<file path="src/rtl/multi_cycle_control_pkg.sv">
// Shared encodings for the multi-cycle MIPS-style control FSM: opcodes, states, ALU/PC/reg selects.
// Latency: n/a (constants and pure helper functions only).
// Backpressure: n/a.
package multi_cycle_control_pkg;

    typedef enum logic [2:0] {
        S_IF      = 3'b000,
        S_ID      = 3'b001,
        S_EXE_MEM = 3'b010,
        S_MEM     = 3'b011,
        S_WB_LD   = 3'b100,
        S_EXE_BR  = 3'b101,
        S_EXE_ALU = 3'b110,
        S_WB_ALU  = 3'b111
    } state_e;

    localparam logic [5:0] OP_ADD  = 6'b000000;
    localparam logic [5:0] OP_SUB  = 6'b000001;
    localparam logic [5:0] OP_ADDI = 6'b000010;
    localparam logic [5:0] OP_OR   = 6'b010000;
    localparam logic [5:0] OP_AND  = 6'b010001;
    localparam logic [5:0] OP_ORI  = 6'b010010;
    localparam logic [5:0] OP_SLT  = 6'b100110;
    localparam logic [5:0] OP_SW   = 6'b110000;
    localparam logic [5:0] OP_LW   = 6'b110001;
    localparam logic [5:0] OP_BEQ  = 6'b110100;
    localparam logic [5:0] OP_J    = 6'b111000;
    localparam logic [5:0] OP_JR   = 6'b111001;
    localparam logic [5:0] OP_JAL  = 6'b111010;
    localparam logic [5:0] OP_HALT = 6'b111111;

    localparam logic [2:0] ALU_ADD = 3'b000;
    localparam logic [2:0] ALU_SUB = 3'b001;
    localparam logic [2:0] ALU_SLT = 3'b010;
    localparam logic [2:0] ALU_OR  = 3'b100;
    localparam logic [2:0] ALU_AND = 3'b101;

    localparam logic [1:0] PC_SEQ = 2'd0;
    localparam logic [1:0] PC_BR  = 2'd1;
    localparam logic [1:0] PC_RS  = 2'd2;
    localparam logic [1:0] PC_JMP = 2'd3;

    localparam logic [1:0] RO_RA = 2'd0;
    localparam logic [1:0] RO_RT = 2'd1;
    localparam logic [1:0] RO_RD = 2'd2;

    function automatic logic is_alu_op(input logic [5:0] op);
        case (op)
            OP_ADD, OP_SUB, OP_ADDI, OP_OR, OP_AND, OP_ORI, OP_SLT: return 1'b1;
            default: return 1'b0;
        endcase
    endfunction

    function automatic logic is_imm_alu(input logic [5:0] op);
        return (op == OP_ADDI) || (op == OP_ORI);
    endfunction

    function automatic logic [2:0] alu_op_of(input logic [5:0] op);
        case (op)
            OP_SUB:        return ALU_SUB;
            OP_SLT:        return ALU_SLT;
            OP_OR, OP_ORI: return ALU_OR;
            OP_AND:        return ALU_AND;
            default:       return ALU_ADD;
        endcase
    endfunction

endpackage

</file>
<file path="src/rtl/control_output_decode.sv">
// Per-state control output decode for the multi-cycle FSM (Moore, except branch PCSrc uses Zero).
// Latency: purely combinational, zero cycles.
// Backpressure: none; outputs follow state/opcode every cycle.
module control_output_decode
    import multi_cycle_control_pkg::*;
(
    input  logic [2:0] state,
    input  logic [5:0] op_code,
    input  logic       zero,
    output logic       pc_wre,
    output logic       ir_wre,
    output logic       ins_mem_rw,
    output logic       alu_src_b,
    output logic       ext_sel,
    output logic [2:0] alu_op,
    output logic       data_mem_rw,
    output logic       alu_m2reg,
    output logic       reg_wre,
    output logic       wr_reg_data,
    output logic [1:0] reg_out,
    output logic [1:0] pc_src
);

    always_comb begin
        pc_wre      = 1'b0;
        ir_wre      = 1'b0;
        ins_mem_rw  = 1'b0;
        alu_src_b   = 1'b0;
        alu_op      = ALU_ADD;
        data_mem_rw = 1'b0;
        alu_m2reg   = 1'b0;
        reg_wre     = 1'b0;
        wr_reg_data = 1'b0;
        reg_out     = RO_RA;
        pc_src      = PC_SEQ;
        // Extender only matters while the ALU or branch adder is consuming the immediate.
        ext_sel     = (op_code != OP_ORI);

        case (state)
            S_IF: begin
                ins_mem_rw = 1'b1;
                ir_wre     = 1'b1;
            end
            S_ID: begin
                case (op_code)
                    OP_J: begin
                        pc_wre = 1'b1;
                        pc_src = PC_JMP;
                    end
                    OP_JR: begin
                        pc_wre = 1'b1;
                        pc_src = PC_RS;
                    end
                    OP_JAL: begin
                        pc_wre      = 1'b1;
                        pc_src      = PC_JMP;
                        reg_wre     = 1'b1;
                        reg_out     = RO_RA;
                        wr_reg_data = 1'b0;
                    end
                    OP_BEQ, OP_LW, OP_SW, OP_HALT: ;
                    // Undefined opcodes retire here as a nop.
                    default: pc_wre = !is_alu_op(op_code);
                endcase
            end
            S_EXE_ALU: begin
                alu_op    = alu_op_of(op_code);
                alu_src_b = is_imm_alu(op_code);
            end
            S_WB_ALU: begin
                reg_wre     = 1'b1;
                wr_reg_data = 1'b1;
                pc_wre      = 1'b1;
                reg_out     = is_imm_alu(op_code) ? RO_RT : RO_RD;
            end
            S_EXE_BR: begin
                alu_op = ALU_SUB;
                pc_wre = 1'b1;
                pc_src = zero ? PC_BR : PC_SEQ;
            end
            S_EXE_MEM: begin
                alu_src_b = 1'b1;
                ext_sel   = 1'b1;
                alu_op    = ALU_ADD;
            end
            S_MEM: begin
                data_mem_rw = (op_code == OP_SW);
                pc_wre      = (op_code == OP_SW);
            end
            S_WB_LD: begin
                reg_wre     = 1'b1;
                reg_out     = RO_RT;
                alu_m2reg   = 1'b1;
                wr_reg_data = 1'b1;
                pc_wre      = 1'b1;
            end
            default: ;
        endcase
    end

endmodule

</file>
<file path="src/rtl/multi_cycle_control.sv">
// Multi-cycle CPU control unit: state register, next-state logic and reset-gated write enables.
// Latency: j/jr/jal 2 cycles, beq 3, ALU ops 4, sw 4, lw 5; halt parks in ID until reset.
// Backpressure: none; one state step per clock.
module multi_cycle_control
    import multi_cycle_control_pkg::*;
(
    input  logic       CLK,
    input  logic       RST_N,
    input  logic [5:0] OpCode,
    input  logic       Zero,
    output logic       PCWre,
    output logic       IRWre,
    output logic       InsMemRW,
    output logic       ALUSrcB,
    output logic       ExtSel,
    output logic [2:0] ALUOp,
    output logic       DataMemRW,
    output logic       ALUM2Reg,
    output logic       RegWre,
    output logic       WrRegData,
    output logic [1:0] RegOut,
    output logic [1:0] PCSrc,
    output logic [2:0] State
);

    state_e state_q;
    state_e state_d;

    logic dec_pc_wre;
    logic dec_ir_wre;
    logic dec_data_mem_rw;
    logic dec_reg_wre;

    always_ff @(posedge CLK or negedge RST_N) begin
        if (!RST_N) begin
            state_q <= S_IF;
        end else begin
            state_q <= state_d;
        end
    end

    always_comb begin
        state_d = state_q;
        case (state_q)
            S_IF:      state_d = S_ID;
            S_ID: begin
                if (is_alu_op(OpCode)) begin
                    state_d = S_EXE_ALU;
                end else begin
                    case (OpCode)
                        OP_BEQ:       state_d = S_EXE_BR;
                        OP_LW, OP_SW: state_d = S_EXE_MEM;
                        OP_HALT:      state_d = S_ID;
                        default:      state_d = S_IF;
                    endcase
                end
            end
            S_EXE_ALU: state_d = S_WB_ALU;
            S_WB_ALU:  state_d = S_IF;
            S_EXE_BR:  state_d = S_IF;
            S_EXE_MEM: state_d = S_MEM;
            S_MEM:     state_d = (OpCode == OP_LW) ? S_WB_LD : S_IF;
            S_WB_LD:   state_d = S_IF;
            default:   state_d = S_IF;
        endcase
    end

    control_output_decode u_decode (
        .state       (state_q),
        .op_code     (OpCode),
        .zero        (Zero),
        .pc_wre      (dec_pc_wre),
        .ir_wre      (dec_ir_wre),
        .ins_mem_rw  (InsMemRW),
        .alu_src_b   (ALUSrcB),
        .ext_sel     (ExtSel),
        .alu_op      (ALUOp),
        .data_mem_rw (dec_data_mem_rw),
        .alu_m2reg   (ALUM2Reg),
        .reg_wre     (dec_reg_wre),
        .wr_reg_data (WrRegData),
        .reg_out     (RegOut),
        .pc_src      (PCSrc)
    );

    // Reset sits in IF, which would otherwise raise IRWre; mask every write enable while held.
    assign PCWre     = RST_N & dec_pc_wre;
    assign IRWre     = RST_N & dec_ir_wre;
    assign DataMemRW = RST_N & dec_data_mem_rw;
    assign RegWre    = RST_N & dec_reg_wre;
    assign State     = state_q;

endmodule

</file>
<file path="config.mk">
export PLATFORM = sky130hd
export DESIGN_NAME = multi_cycle_control
export DESIGN_NICKNAME = d
export VERILOG_FILES = /design/src/rtl/multi_cycle_control_pkg.sv /design/src/rtl/control_output_decode.sv /design/src/rtl/multi_cycle_control.sv
export SDC_FILE = /design/constraint.sdc
export NUM_CORES = 1
export LEC_CHECK = 0
export CORE_UTILIZATION = 35
export DETAILED_ROUTE_END_ITERATION = 6
export PLACE_DENSITY = 0.77
export SLEW_MARGIN = 20
export SYNTH_ARGS = -nofsm -noshare
export SYNTH_HDL_FRONTEND = slang
export SYNTH_SLANG_ARGS = --single-unit
</file>
<file path="constraint.sdc">
create_clock -name CLK -period 4.7 [get_ports CLK]
set_clock_uncertainty 0.1 [all_clocks]
set_input_delay 1.41 -clock CLK [delete_from_list [all_inputs] [get_ports CLK]]
set_output_delay 1.41 -clock CLK [all_outputs]
set_load 0.02 [all_outputs]
</file>
==> results of run 1 <==
worst max-delay path by stage:
stage	from	endpoint	slack, ns	cells past startpoint
2_1_floorplan	OpCode[1]	PCWre	0.65	6
3_3_place_gp	OpCode[1]	PCWre	-0.29	7
3_5_place_dp	OpCode[1]	PCWre	-0.31	7
4_1_cts	OpCode[2]	PCWre	0.01	7
5_1_grt	OpCode[2]	ALUSrcB	0.02	7
6_report	OpCode[2]	PCWre	0.18	7
cell families (layout without fill, tap and decap cells):
logic type,Yosys count,in the layout,share of synthesized area [%]
and+or+nand+nor,50,50,56.12
AOI/OAI and AO/OA,17,17,19.60
buffers and inverters,9,50,10.91
DFF,3,3,13.36
worst max-delay path, stage by stage:
cell and delay, ns:
sky130_fd_sc_hd__clkdlybuf4s50_1 0.59, sky130_fd_sc_hd__nor2_1 0.08, sky130_fd_sc_hd__a21oi_2 0.13, sky130_fd_sc_hd__a21oi_1 0.09, sky130_fd_sc_hd__or3_1 0.35, sky130_fd_sc_hd__a31oi_1 0.16, sky130_fd_sc_hd__clkbuf_2 0.19
area by class of cell:
class / count / area (um^2)
well taps: 16 / 20.02
flip-flops and latches: 3 / 75.07
inverters: 1 / 3.754
multi-input cells: 67 / 425.4
fillers: 146 / 571.8
repair buffers: 45 / 384.1
clock buffers: 4 / 26.28
layer usage:
| layer | up-vias | share of wire, % |
|---|---|---|
| met4 | 0 | 0 |
| met2 | 22 | 51 |
| li1 | 364 | - |
| met3 | 0 | 3.7 |
| met1 | 335 | 46 |
| met5 | - | 0 |
power breakdown:
| part | switching, mW | total, mW | internal (mW) |
|---|---|---|---|
| Sequential | 0.0279 | 0.0619 | 0.0339 |
| Combinational | 0.0918 | 0.183 | 0.0909 |
| Clock | 0.0124 | 0.0441 | 0.0317 |
layout by cell type (no fill, tap or decap), drive strengths merged, types with 2 or more instances in the layout:
| master | n |
|---|---|
| clkdlybuf4s50 | 12 |
| nand3 | 4 |
| a21oi | 8 |
| o21ai | 2 |
| clkbuf | 6 |
| dlygate4sd2 | 11 |
| nor2b | 3 |
| dfrtp | 3 |
| nor4 | 2 |
| nor2 | 10 |
| nor3 | 5 |
| nor3b | 2 |
| and2 | 2 |
| or3 | 3 |
| nand2b | 6 |
| buf | 18 |
| nand4b | 3 |
| nand2 | 7 |
stage by stage:
stage / setup WS (ns) / setup TNS [ns] / cell area (um^2) / power, mW
floorplan: 0.6531 / 0 / 561.8 / 0.1752
global placement: -0.2890 / -1.110 / 929.6 / 0.2513
detailed placement: -0.3077 / -1.289 / 929.6 / 0.2539
CTS: 0.01193 / 0 / 938.4 / 0.2921
global route: 0.01747 / 0 / 934.6 / 0.3149
finish: 0.1813 / 0 / 934.6 / 0.2887
==> flow_results.xml, run 1 <==
<?xml version="1.0" encoding="UTF-8"?>
<metrics>
  <group name="yosys">
    <metric name="synthMostInstantiatedCell" unit="">sky130_fd_sc_hd__nor2_1</metric>
    <metric name="synth.net_count" unit="">88</metric>
    <metric name="synthTopCellsByCount" unit="">sky130_fd_sc_hd__nor2_1 (10), sky130_fd_sc_hd__a21oi_1 (7), sky130_fd_sc_hd__nand2_1 (6), sky130_fd_sc_hd__nand2b_1 (5), sky130_fd_sc_hd__nor3_1 (5)</metric>
    <metric name="synth_sequential_area_ratio" unit="%">13.36</metric>
    <metric name="ys.flop_type" unit="">sky130_fd_sc_hd__dfrtp_1</metric>
    <metric name="synth_top_cell_area_share" unit="%">13.36</metric>
    <metric name="post_synthesis_average_cell_area" unit="um^2">7.111</metric>
    <metric name="synth-async-reset-ratio" unit="%">100.0</metric>
    <metric name="yosysTopAreaCell" unit="">sky130_fd_sc_hd__dfrtp_1</metric>
    <metric name="edff_count_synth" unit="">0</metric>
    <metric name="synth-seq-cells" unit="">3</metric>
    <metric name="ys_types" unit="">36</metric>
    <metric name="syn_area" unit="um^2">561.8</metric>
    <metric name="synthCells" unit="">79</metric>
    <metric name="synth-warning-count" unit="">0</metric>
    <metric name="cell_types_with_the_largest_area_share_after_synthesis" unit="">sky130_fd_sc_hd__dfrtp_1 (13%), sky130_fd_sc_hd__nor2_1 (6.7%), sky130_fd_sc_hd__a21oi_1 (6.2%)</metric>
  </group>
  <group name="sta">
    <metric name="hold-worst-slack" unit="ns">0.5848</metric>
    <metric name="timing_worst_slew_pin_value" unit="ns">0.5705</metric>
    <metric name="finalSetupViolations" unit="">0</metric>
    <metric name="setup_repair_after_global_routing_missed_its_margin" unit="">no</metric>
    <metric name="slew_headroom" unit="%">61.97</metric>
    <metric name="final-max-slew-violation-count" unit="">0</metric>
    <metric name="timing_hold_violations_final" unit="">0</metric>
    <metric name="finalCritPeriodShare" unit="%">96.14</metric>
    <metric name="layout_min_cycle_time" unit="ns">4.519</metric>
    <metric name="max_freq" unit="MHz">221.3</metric>
  </group>
  <group name="cts">
    <metric name="cts.repair.resized" unit="">14</metric>
    <metric name="h-tree-depth" unit="">1</metric>
    <metric name="clock_transition_at_the_registers_of_the_reported_paths" unit="ns">0.03</metric>
    <metric name="later_pin_clock_latency_in_the_skew_report" unit="ns">0.23</metric>
    <metric name="clock_sinks" unit="">3</metric>
    <metric name="cts_post_setup_buffers_inserted" unit="">0</metric>
    <metric name="cts_hold_buf" unit="">0</metric>
    <metric name="cts_tree" unit="">done</metric>
    <metric name="cts_root_buffer" unit="">sky130_fd_sc_hd__clkbuf_4</metric>
    <metric name="cts_max_path_buffers" unit="">2</metric>
    <metric name="tritoncts_buffer_count" unit="">3</metric>
  </group>
  <group name="grt">
    <metric name="top_usage_layer" unit="">met2</metric>
    <metric name="overflow" unit="">0</metric>
    <metric name="grtUsageTotal" unit="%">19.00</metric>
    <metric name="gr-usage-met3" unit="%">3.879</metric>
    <metric name="globalRouteMet1Util" unit="%">24.80</metric>
    <metric name="largest_net_degree_at_the_start_of_global_routing" unit="">22</metric>
    <metric name="grtUsageMet2" unit="%">33.44</metric>
    <metric name="first_global_vias" unit="">632</metric>
    <metric name="grt_pass1_wl" unit="um">2704</metric>
    <metric name="grt_antenna_before_repair" unit="">0</metric>
  </group>
  <group name="drt">
    <metric name="dr.pass1.iters" unit="">4</metric>
    <metric name="drcViolationCount" unit="">0</metric>
    <metric name="vias" unit="">721</metric>
    <metric name="viasPerCell" unit="">5.301</metric>
    <metric name="routed_wl" unit="um">1474</metric>
    <metric name="routedWlPerCell" unit="um">10.84</metric>
    <metric name="route.antenna.remaining_nets" unit="">0</metric>
    <metric name="dr.first_iter.drc_count" unit="">22</metric>
  </group>
  <group name="die">
    <metric name="die_w" unit="um">42.07</metric>
    <metric name="die_height" unit="um">42.07</metric>
    <metric name="ioPinCount" unit="">28</metric>
    <metric name="initial_core_util" unit="%">37.29</metric>
    <metric name="core_region_area" unit="um^2">1506</metric>
    <metric name="std_cell_rows" unit="">14</metric>
    <metric name="fp.dieArea" unit="um^2">1769</metric>
  </group>
  <group name="run">
    <metric name="cap_violations" unit="">0</metric>
  </group>
  <group name="pwr">
    <metric name="power_density" unit="nW/um^2">308.9</metric>
    <metric name="total_leakage_power" unit="nW">0.4203</metric>
    <metric name="vdd_ir_drop_max" unit="mV">0.2187</metric>
  </group>
  <group name="final_layout">
    <metric name="syn2layout_area_growth" unit="%">66.37</metric>
    <metric name="finish.net_count" unit="">130</metric>
    <metric name="max_reg_flops" unit="">3</metric>
    <metric name="final_util" unit="%">62.04</metric>
    <metric name="antenna-diode-count" unit="">0</metric>
    <metric name="instances_no_fill" unit="">136</metric>
    <metric name="drive_gt1_share" unit="%">25.00</metric>
  </group>
  <group name="hold_path">
    <metric name="hold_class" unit="">reg -&gt; reg</metric>
    <metric name="count_of_cells_along_the_worst_hold_path" unit="">1</metric>
    <metric name="timing.hold.worst.start" unit="">State[0]$_DFF_PN0_</metric>
    <metric name="hold_end" unit="">State[0]$_DFF_PN0_</metric>
  </group>
  <group name="placement">
    <metric name="place_hpwl" unit="um">1198</metric>
    <metric name="inst_count_dp" unit="">132</metric>
    <metric name="final_weighted_congestion_in_routability_driven_placement" unit="">0.7868</metric>
    <metric name="numPortBuffers" unit="">27</metric>
  </group>
  <group name="setup_path">
    <metric name="timing.reg2reg.setup_slack" unit="ns">3.04</metric>
    <metric name="path_max_fanout" unit="">7</metric>
    <metric name="rr_worst_depth" unit="">5</metric>
    <metric name="regToRegStartpoint" unit="">State[1]$_DFF_PN0_</metric>
    <metric name="timing_worst_setup_path_type" unit="">in -&gt; out</metric>
    <metric name="timing.rr.end" unit="">State[2]$_DFF_PN0_</metric>
    <metric name="critical_path_required" unit="ns">3.19</metric>
    <metric name="capturing_element_type_of_the_critical_path" unit="">primary output</metric>
    <metric name="worstPathArrival" unit="ns">3.01</metric>
    <metric name="launching_element_type_of_the_critical_path" unit="">input port</metric>
  </group>
  <group name="run_status">
    <metric name="outcome" unit="">complete, no violations</metric>
  </group>
</metrics>
Note: power is estimated with default switching activity, not from simulation.
==> inputs of run 2 (changes only) <==
Settings changed: CELL_PAD_IN_SITES_DETAIL_PLACEMENT set to 1, CELL_PAD_IN_SITES_GLOBAL_PLACEMENT set to 2, CORE_ASPECT_RATIO set to 1.75, CORE_UTILIZATION 35 to 21, PLACE_DENSITY 0.77 to 0.88.
==> run 2 against run 1 <==
Setup slack lost 0.026 ns. Combinational power about the same. Clock power grew 75%. Core utilization is 24 points lower. Clock-buffer cell count is the same. Hold slack better by 0.010 ns. Critical endpoint is now RegOut[0]. Highest routed layer is now met4.
==> flow_results.xml, run 2 (synthesis results as in run 1) <==
<?xml version="1.0" encoding="UTF-8"?>
<metrics>
  <group name="run_status">
    <metric name="outcome" unit="">complete, no violations</metric>
  </group>
  <group name="setup_path">
    <metric name="worstPathArrival" unit="ns">3.04</metric>
    <metric name="launching_element_type_of_the_critical_path" unit="">input port</metric>
    <metric name="critical_path_required" unit="ns">3.19</metric>
    <metric name="crit_slowest_cell" unit="">sky130_fd_sc_hd__clkdlybuf4s50_1</metric>
    <metric name="timing_worst_setup_path_type" unit="">in -&gt; out</metric>
    <metric name="path_max_fanout" unit="">6</metric>
    <metric name="critical-path-top-cell-by-count" unit="">sky130_fd_sc_hd__buf_4</metric>
    <metric name="critical-path-top-delay-family" unit="">buffers and inverters</metric>
    <metric name="worstPathCellList" unit="">clkdlybuf4s50_1, buf_4, nor3_1, buf_4, nand2_1, nor2_1, o21a_1, clkdlybuf4s15_1</metric>
    <metric name="capturing_element_type_of_the_critical_path" unit="">primary output</metric>
    <metric name="max_stage_delay" unit="ns">0.50</metric>
    <metric name="worst-path-buf-inv" unit="">4</metric>
  </group>
  <group name="sta">
    <metric name="setup_slack" unit="ns">0.1549</metric>
    <metric name="finalSetupViolations" unit="">0</metric>
    <metric name="final-max-slew-violation-count" unit="">0</metric>
    <metric name="finalCritPeriodShare" unit="%">96.70</metric>
    <metric name="max_freq" unit="MHz">220.0</metric>
    <metric name="slew_headroom" unit="%">58.50</metric>
    <metric name="layout_min_cycle_time" unit="ns">4.545</metric>
    <metric name="timing_worst_slew_pin_value" unit="ns">0.6225</metric>
    <metric name="timing_hold_violations_final" unit="">0</metric>
    <metric name="setup_repair_after_global_routing_missed_its_margin" unit="">no</metric>
  </group>
  <group name="drt">
    <metric name="routed_wl" unit="um">2037</metric>
    <metric name="vias" unit="">746</metric>
    <metric name="dr.first_iter.drc_count" unit="">3</metric>
    <metric name="dr.pass1.iters" unit="">4</metric>
    <metric name="routedWlPerCell" unit="um">14.15</metric>
    <metric name="drcViolationCount" unit="">0</metric>
    <metric name="viasPerCell" unit="">5.181</metric>
    <metric name="route.antenna.remaining_nets" unit="">0</metric>
  </group>
  <group name="placement">
    <metric name="final_weighted_congestion_in_routability_driven_placement" unit="">0.8073</metric>
    <metric name="dpl_worst_slack" unit="ns">-0.3219</metric>
    <metric name="place_hpwl" unit="um">1647</metric>
    <metric name="numPortBuffers" unit="">27</metric>
    <metric name="inst_count_dp" unit="">140</metric>
  </group>
  <group name="die">
    <metric name="core_region_area" unit="um^2">2522</metric>
    <metric name="die_height" unit="um">70.42</metric>
    <metric name="fp.dieArea" unit="um^2">2894</metric>
    <metric name="std_cell_rows" unit="">24</metric>
    <metric name="initial_core_util" unit="%">22.27</metric>
    <metric name="die_w" unit="um">41.10</metric>
    <metric name="ioPinCount" unit="">28</metric>
  </group>
  <group name="grt">
    <metric name="largest_net_degree_at_the_start_of_global_routing" unit="">22</metric>
    <metric name="grt_pass1_wl" unit="um">3505</metric>
    <metric name="grt_antenna_before_repair" unit="">0</metric>
    <metric name="first_global_vias" unit="">748</metric>
    <metric name="grtUsageTotal" unit="%">17.02</metric>
    <metric name="overflow" unit="">0</metric>
  </group>
  <group name="final_layout">
    <metric name="final_util" unit="%">37.65</metric>
    <metric name="instances_no_fill" unit="">144</metric>
    <metric name="multi_input_area" unit="um^2">425.4</metric>
    <metric name="max_reg_flops" unit="">3</metric>
    <metric name="antenna-diode-count" unit="">0</metric>
    <metric name="seq_area" unit="um^2">75.07</metric>
    <metric name="layout.filler_cells" unit="">339</metric>
    <metric name="drive_gt1_share" unit="%">24.58</metric>
    <metric name="finish.net_count" unit="">128</metric>
    <metric name="syn2layout_area_growth" unit="%">69.04</metric>
    <metric name="layout_commonest_cell" unit="">sky130_fd_sc_hd__buf_4</metric>
    <metric name="mostFrequentLayoutCells" unit="">sky130_fd_sc_hd__buf_4 (16), sky130_fd_sc_hd__clkdlybuf4s50_1 (14), sky130_fd_sc_hd__nor2_1 (10), sky130_fd_sc_hd__a21oi_1 (7)</metric>
  </group>
  <group name="cts">
    <metric name="cts_tree" unit="">done</metric>
    <metric name="clock_transition_at_the_registers_of_the_reported_paths" unit="ns">0.03</metric>
    <metric name="cts_root_buffer" unit="">sky130_fd_sc_hd__clkbuf_8</metric>
    <metric name="clock_sinks" unit="">3</metric>
    <metric name="later_pin_clock_latency_in_the_skew_report" unit="ns">0.22</metric>
    <metric name="cts_max_path_buffers" unit="">2</metric>
    <metric name="h-tree-depth" unit="">1</metric>
    <metric name="tritoncts_buffer_count" unit="">3</metric>
  </group>
  <group name="run">
    <metric name="cap_violations" unit="">0</metric>
  </group>
  <group name="hold_path">
    <metric name="hold_class" unit="">reg -&gt; reg</metric>
  </group>
  <group name="pwr">
    <metric name="power_density" unit="nW/um^2">340.3</metric>
    <metric name="vdd_ir_drop_max" unit="mV">0.1134</metric>
    <metric name="total_leakage_power" unit="nW">0.4013</metric>
  </group>
</metrics>
[run 2: cell types whose count changed in the layout (fill, tap and decap cells not counted)]
cell | before | now
sky130_fd_sc_hd__buf_4 | 18 | 16
sky130_fd_sc_hd__dlygate4sd2_1 | 11 | 6
sky130_fd_sc_hd__clkbuf_8 | 0 | 3
sky130_fd_sc_hd__dlymetal6s2s_1 | 1 | 0
sky130_fd_sc_hd__clkdlybuf4s15_1 | 1 | 4
sky130_fd_sc_hd__clkdlybuf4s50_1 | 12 | 14
sky130_fd_sc_hd__clkbuf_2 | 2 | 3
sky130_fd_sc_hd__clkbuf_4 | 3 | 0
[run 2: final cells by class]
type,count,area share (%)
Multi-Input combinational cell,67,44.80
Timing Repair Buffer,43,38.74
Sequential cell,3,7.905
Clock buffer,4,4.743
Tap cell,26,3.426
Inverter,1,0.3953
[run 2: power by group]
group / total (mW) / switching [mW] / internal, mW
Sequential: 0.0636 / 0.0297 / 0.0339
Combinational: 0.183 / 0.0965 / 0.0861
Clock: 0.0770 / 0.0190 / 0.0580
[run 2: metrics by stage]
stage               hold WS (ns)  instance area [um^2]  setup TNS (ns)  power [mW]
floorplan                 0.6110                 561.8               0      0.1752
global placement          0.5801                 927.1          -1.368      0.2511
detailed placement        0.5957                 927.1          -1.814      0.2552
CTS                       0.6013                 957.2               0      0.3297
global route              0.6441                 949.7               0      0.3488
finish                    0.5949                 949.7               0      0.3232
[run 2: layer usage]
metal  wire [um]  part of all wire, %  track usage [%]  up-vias
li1            -                    -                -      361
met1         737                   36            17.61      359
met2        1180                   58            28.99       22
met3          76                  3.7            3.175        4
met4          42                  2.1            9.319        0
met5           0                    0                0        -
[run 2: worst paths after layout]
check	from	cells after the start	endpoint	slack (ns)
min in group asynchronous	RST_N	2	State[0]$_DFF_PN0_	1.39
max in group asynchronous	RST_N	2	State[2]$_DFF_PN0_	3.01
worst max register to register	State[1]$_DFF_PN0_	4	State[2]$_DFF_PN0_	3.00
worst min register to register	State[0]$_DFF_PN0_	1	State[0]$_DFF_PN0_	0.59
worst min-delay path	State[0]$_DFF_PN0_	1	State[0]$_DFF_PN0_	0.59
worst max-delay path	OpCode[2]	8	RegOut[0]	0.15
[run 2: timing repair]
action / in CTS / in global routing
setup buffers: 0 / 0
gates resized for setup: 14 / 10
pin swaps: 0 / 0
hold buffers: 0 / 0
setup endpoints to repair: 12 / 7
==> inputs of run 3 (changes only) <==
Settings changed: CORE_UTILIZATION 21 to 18, PLACE_DENSITY 0.88 to 0.8.
Clock period 4.7 ns to 3.7 ns, I/O delays scaled along.
==> run 3 against run 2 <==
Die area increased by 16%. Non-clock buffer count up 3. Hold slack improved by 0.0086 ns. Clock-buffer cell count unchanged. Via count increased by 1.7%. Sequential share of layout area down 0.12 points. Register-to-register slack worse by 1.0 ns. Critical path type unchanged. Critical endpoint is now PCWre.
==> flow_results.xml, run 3 (synthesis results as in run 1) <==
<?xml version="1.0" encoding="UTF-8"?>
<metrics>
  <group name="drt">
    <metric name="dr.pass1.iters" unit="">6</metric>
    <metric name="routed_wl" unit="um">2224</metric>
    <metric name="route.antenna.remaining_nets" unit="">0</metric>
    <metric name="vias" unit="">759</metric>
    <metric name="dr.first_iter.drc_count" unit="">20</metric>
    <metric name="drcViolationCount" unit="">0</metric>
    <metric name="viasPerCell" unit="">5.094</metric>
    <metric name="routedWlPerCell" unit="um">14.93</metric>
  </group>
  <group name="setup_path">
    <metric name="critical_path_required" unit="ns">2.49</metric>
    <metric name="worst-path-buf-inv" unit="">2</metric>
    <metric name="regToRegStartpoint" unit="">State[0]$_DFF_PN0_</metric>
    <metric name="timing_worst_setup_path_type" unit="">in -&gt; out</metric>
    <metric name="timing.rr.end" unit="">State[2]$_DFF_PN0_</metric>
    <metric name="worstPathCellList" unit="">dlygate4sd2_1, nand2b_4, a21oi_2, a21oi_1, or3_1, a31oi_1, buf_2</metric>
    <metric name="worstPathArrival" unit="ns">2.44</metric>
    <metric name="rr_worst_depth" unit="">5</metric>
    <metric name="path_max_fanout" unit="">4</metric>
    <metric name="timing.reg2reg.setup_slack" unit="ns">1.99</metric>
    <metric name="capturing_element_type_of_the_critical_path" unit="">primary output</metric>
    <metric name="crit_slowest_cell" unit="">sky130_fd_sc_hd__or3_1</metric>
    <metric name="critical-path-top-delay-family" unit="">simple AND/OR/NAND/NOR gates</metric>
    <metric name="max_stage_delay" unit="ns">0.36</metric>
    <metric name="launching_element_type_of_the_critical_path" unit="">input port</metric>
    <metric name="setup.worst_path.end" unit="">PCWre</metric>
    <metric name="worstSetupStartpoint" unit="">OpCode[4]</metric>
    <metric name="path_depth" unit="">7</metric>
  </group>
  <group name="final_layout">
    <metric name="mostFrequentLayoutCells" unit="">sky130_fd_sc_hd__buf_4 (21), sky130_fd_sc_hd__nor2_1 (10), sky130_fd_sc_hd__clkdlybuf4s50_1 (9), sky130_fd_sc_hd__dlygate4sd2_1 (8)</metric>
    <metric name="drive_gt1_share" unit="%">33.06</metric>
    <metric name="finish.net_count" unit="">131</metric>
    <metric name="instances_no_fill" unit="">149</metric>
    <metric name="max_reg_flops" unit="">3</metric>
    <metric name="layout_commonest_cell" unit="">sky130_fd_sc_hd__buf_4</metric>
    <metric name="layout.filler_cells" unit="">375</metric>
    <metric name="syn2layout_area_growth" unit="%">71.71</metric>
    <metric name="antenna-diode-count" unit="">0</metric>
  </group>
  <group name="run_status">
    <metric name="outcome" unit="">complete, no violations</metric>
  </group>
  <group name="grt">
    <metric name="largest_net_degree_at_the_start_of_global_routing" unit="">21</metric>
    <metric name="overflow" unit="">0</metric>
    <metric name="grtUsageTotal" unit="%">15.46</metric>
    <metric name="grt_antenna_before_repair" unit="">0</metric>
    <metric name="grt_pass1_wl" unit="um">3857</metric>
    <metric name="first_global_vias" unit="">808</metric>
  </group>
  <group name="cts">
    <metric name="later_pin_clock_latency_in_the_skew_report" unit="ns">0.22</metric>
    <metric name="cts_post_setup_buffers_inserted" unit="">0</metric>
    <metric name="cts_max_path_buffers" unit="">2</metric>
    <metric name="clock_transition_at_the_registers_of_the_reported_paths" unit="ns">0.03</metric>
    <metric name="cts_tree" unit="">done</metric>
    <metric name="h-tree-depth" unit="">1</metric>
    <metric name="tritoncts_buffer_count" unit="">3</metric>
    <metric name="cts_hold_buf" unit="">0</metric>
    <metric name="clock_sinks" unit="">3</metric>
    <metric name="cts_root_buffer" unit="">sky130_fd_sc_hd__clkbuf_8</metric>
  </group>
  <group name="die">
    <metric name="die_height" unit="um">75.91</metric>
    <metric name="fp.dieArea" unit="um^2">3357</metric>
    <metric name="ioPinCount" unit="">28</metric>
    <metric name="std_cell_rows" unit="">26</metric>
    <metric name="die_w" unit="um">44.23</metric>
    <metric name="core_region_area" unit="um^2">2928</metric>
    <metric name="initial_core_util" unit="%">19.19</metric>
  </group>
  <group name="sta">
    <metric name="slew_headroom" unit="%">76.61</metric>
    <metric name="timing_worst_slew_pin_value" unit="ns">0.3471</metric>
    <metric name="layout_min_cycle_time" unit="ns">3.654</metric>
    <metric name="setup_repair_after_global_routing_missed_its_margin" unit="">yes</metric>
    <metric name="timing_hold_violations_final" unit="">0</metric>
    <metric name="totalNegativeSetupSlack" unit="ns">0</metric>
    <metric name="final-max-slew-violation-count" unit="">0</metric>
    <metric name="max_freq" unit="MHz">273.7</metric>
    <metric name="finalSetupViolations" unit="">0</metric>
    <metric name="hold-worst-slack" unit="ns">0.6035</metric>
    <metric name="setup_slack" unit="ns">0.04579</metric>
    <metric name="finalCritPeriodShare" unit="%">98.76</metric>
  </group>
  <group name="pwr">
    <metric name="power_density" unit="nW/um^2">441.7</metric>
    <metric name="total_leakage_power" unit="nW">0.4321</metric>
    <metric name="vdd_ir_drop_max" unit="mV">0.1656</metric>
  </group>
  <group name="placement">
    <metric name="inst_count_dp" unit="">145</metric>
    <metric name="place_hpwl" unit="um">1735</metric>
    <metric name="final_weighted_congestion_in_routability_driven_placement" unit="">0.8615</metric>
    <metric name="dpl_worst_slack" unit="ns">-0.7027</metric>
    <metric name="numPortBuffers" unit="">27</metric>
  </group>
  <group name="run">
    <metric name="cap_violations" unit="">0</metric>
  </group>
  <group name="hold_path">
    <metric name="hold_class" unit="">reg -&gt; reg</metric>
    <metric name="timing.hold.worst.start" unit="">State[0]$_DFF_PN0_</metric>
  </group>
</metrics>
run 3: cell types whose count changed in the layout (fill, tap and decap cells not counted), moves of 2 or more:
| cell | before | now |
|---|---|---|
| sky130_fd_sc_hd__buf_2 | 0 | 2 |
| sky130_fd_sc_hd__clkdlybuf4s50_1 | 14 | 9 |
| sky130_fd_sc_hd__clkdlybuf4s15_1 | 4 | 0 |
| sky130_fd_sc_hd__dlygate4sd2_1 | 6 | 8 |
| sky130_fd_sc_hd__buf_4 | 16 | 21 |
run 3: what timing repair did:
| action | in CTS | in global routing |
|---|---|---|
| pin swaps | 1 | 2 |
| resized for setup | 38 | 8 |
| endpoints found under the setup margin | 12 | 6 |
run 3: worst min path at each step:
stage / endpoint / slack (ns) / cells past startpoint
after floorplan: State[0]$_DFF_PN0_ / 0.61 / 2
after global placement: State[0]$_DFF_PN0_ / 0.58 / 1
after detailed placement: State[0]$_DFF_PN0_ / 0.60 / 1
after CTS: State[0]$_DFF_PN0_ / 0.61 / 1
after global routing: State[0]$_DFF_PN0_ / 0.66 / 1
final: State[0]$_DFF_PN0_ / 0.60 / 1
run 3: report_power, final:
part | switching [mW] | internal, mW
Clock | 0.0244 | 0.0737
Combinational | 0.138 | 0.120
Sequential | 0.0269 | 0.0433
Total | 0.189 | 0.237
run 3: final cells by class:
cell class	instances	area, um^2	share of cell area [%]
sequential	3	75.07	7.782
timing repair buffer	46	371.6	38.52
multi-input combinational	67	434.2	45.01
inverter	1	3.754	0.3891
tap	28	35.03	3.632
clock buffer	4	45.04	4.669
run 3: per-layer routing:
layer | wire [um] | GRT usage (%) | vias up
li1 | - | - | 362
met1 | 815 | 15.12 | 375
met2 | 1333 | 28.82 | 19
met3 | 44 | 2.143 | 3
met4 | 30 | 8.182 | 0
met5 | 0 | 0 | -
run 3: per-stage QoR:
stage	utilization [%]	power, mW	instance area, um^2
after floorplan	-	0.2225	561.8
final	32.95	0.4261	964.7
after global placement	32.52	0.3375	952.2
after detailed placement	32.52	0.3385	952.2
after global routing	32.95	0.4564	964.7
after CTS	33.72	0.4289	987.2
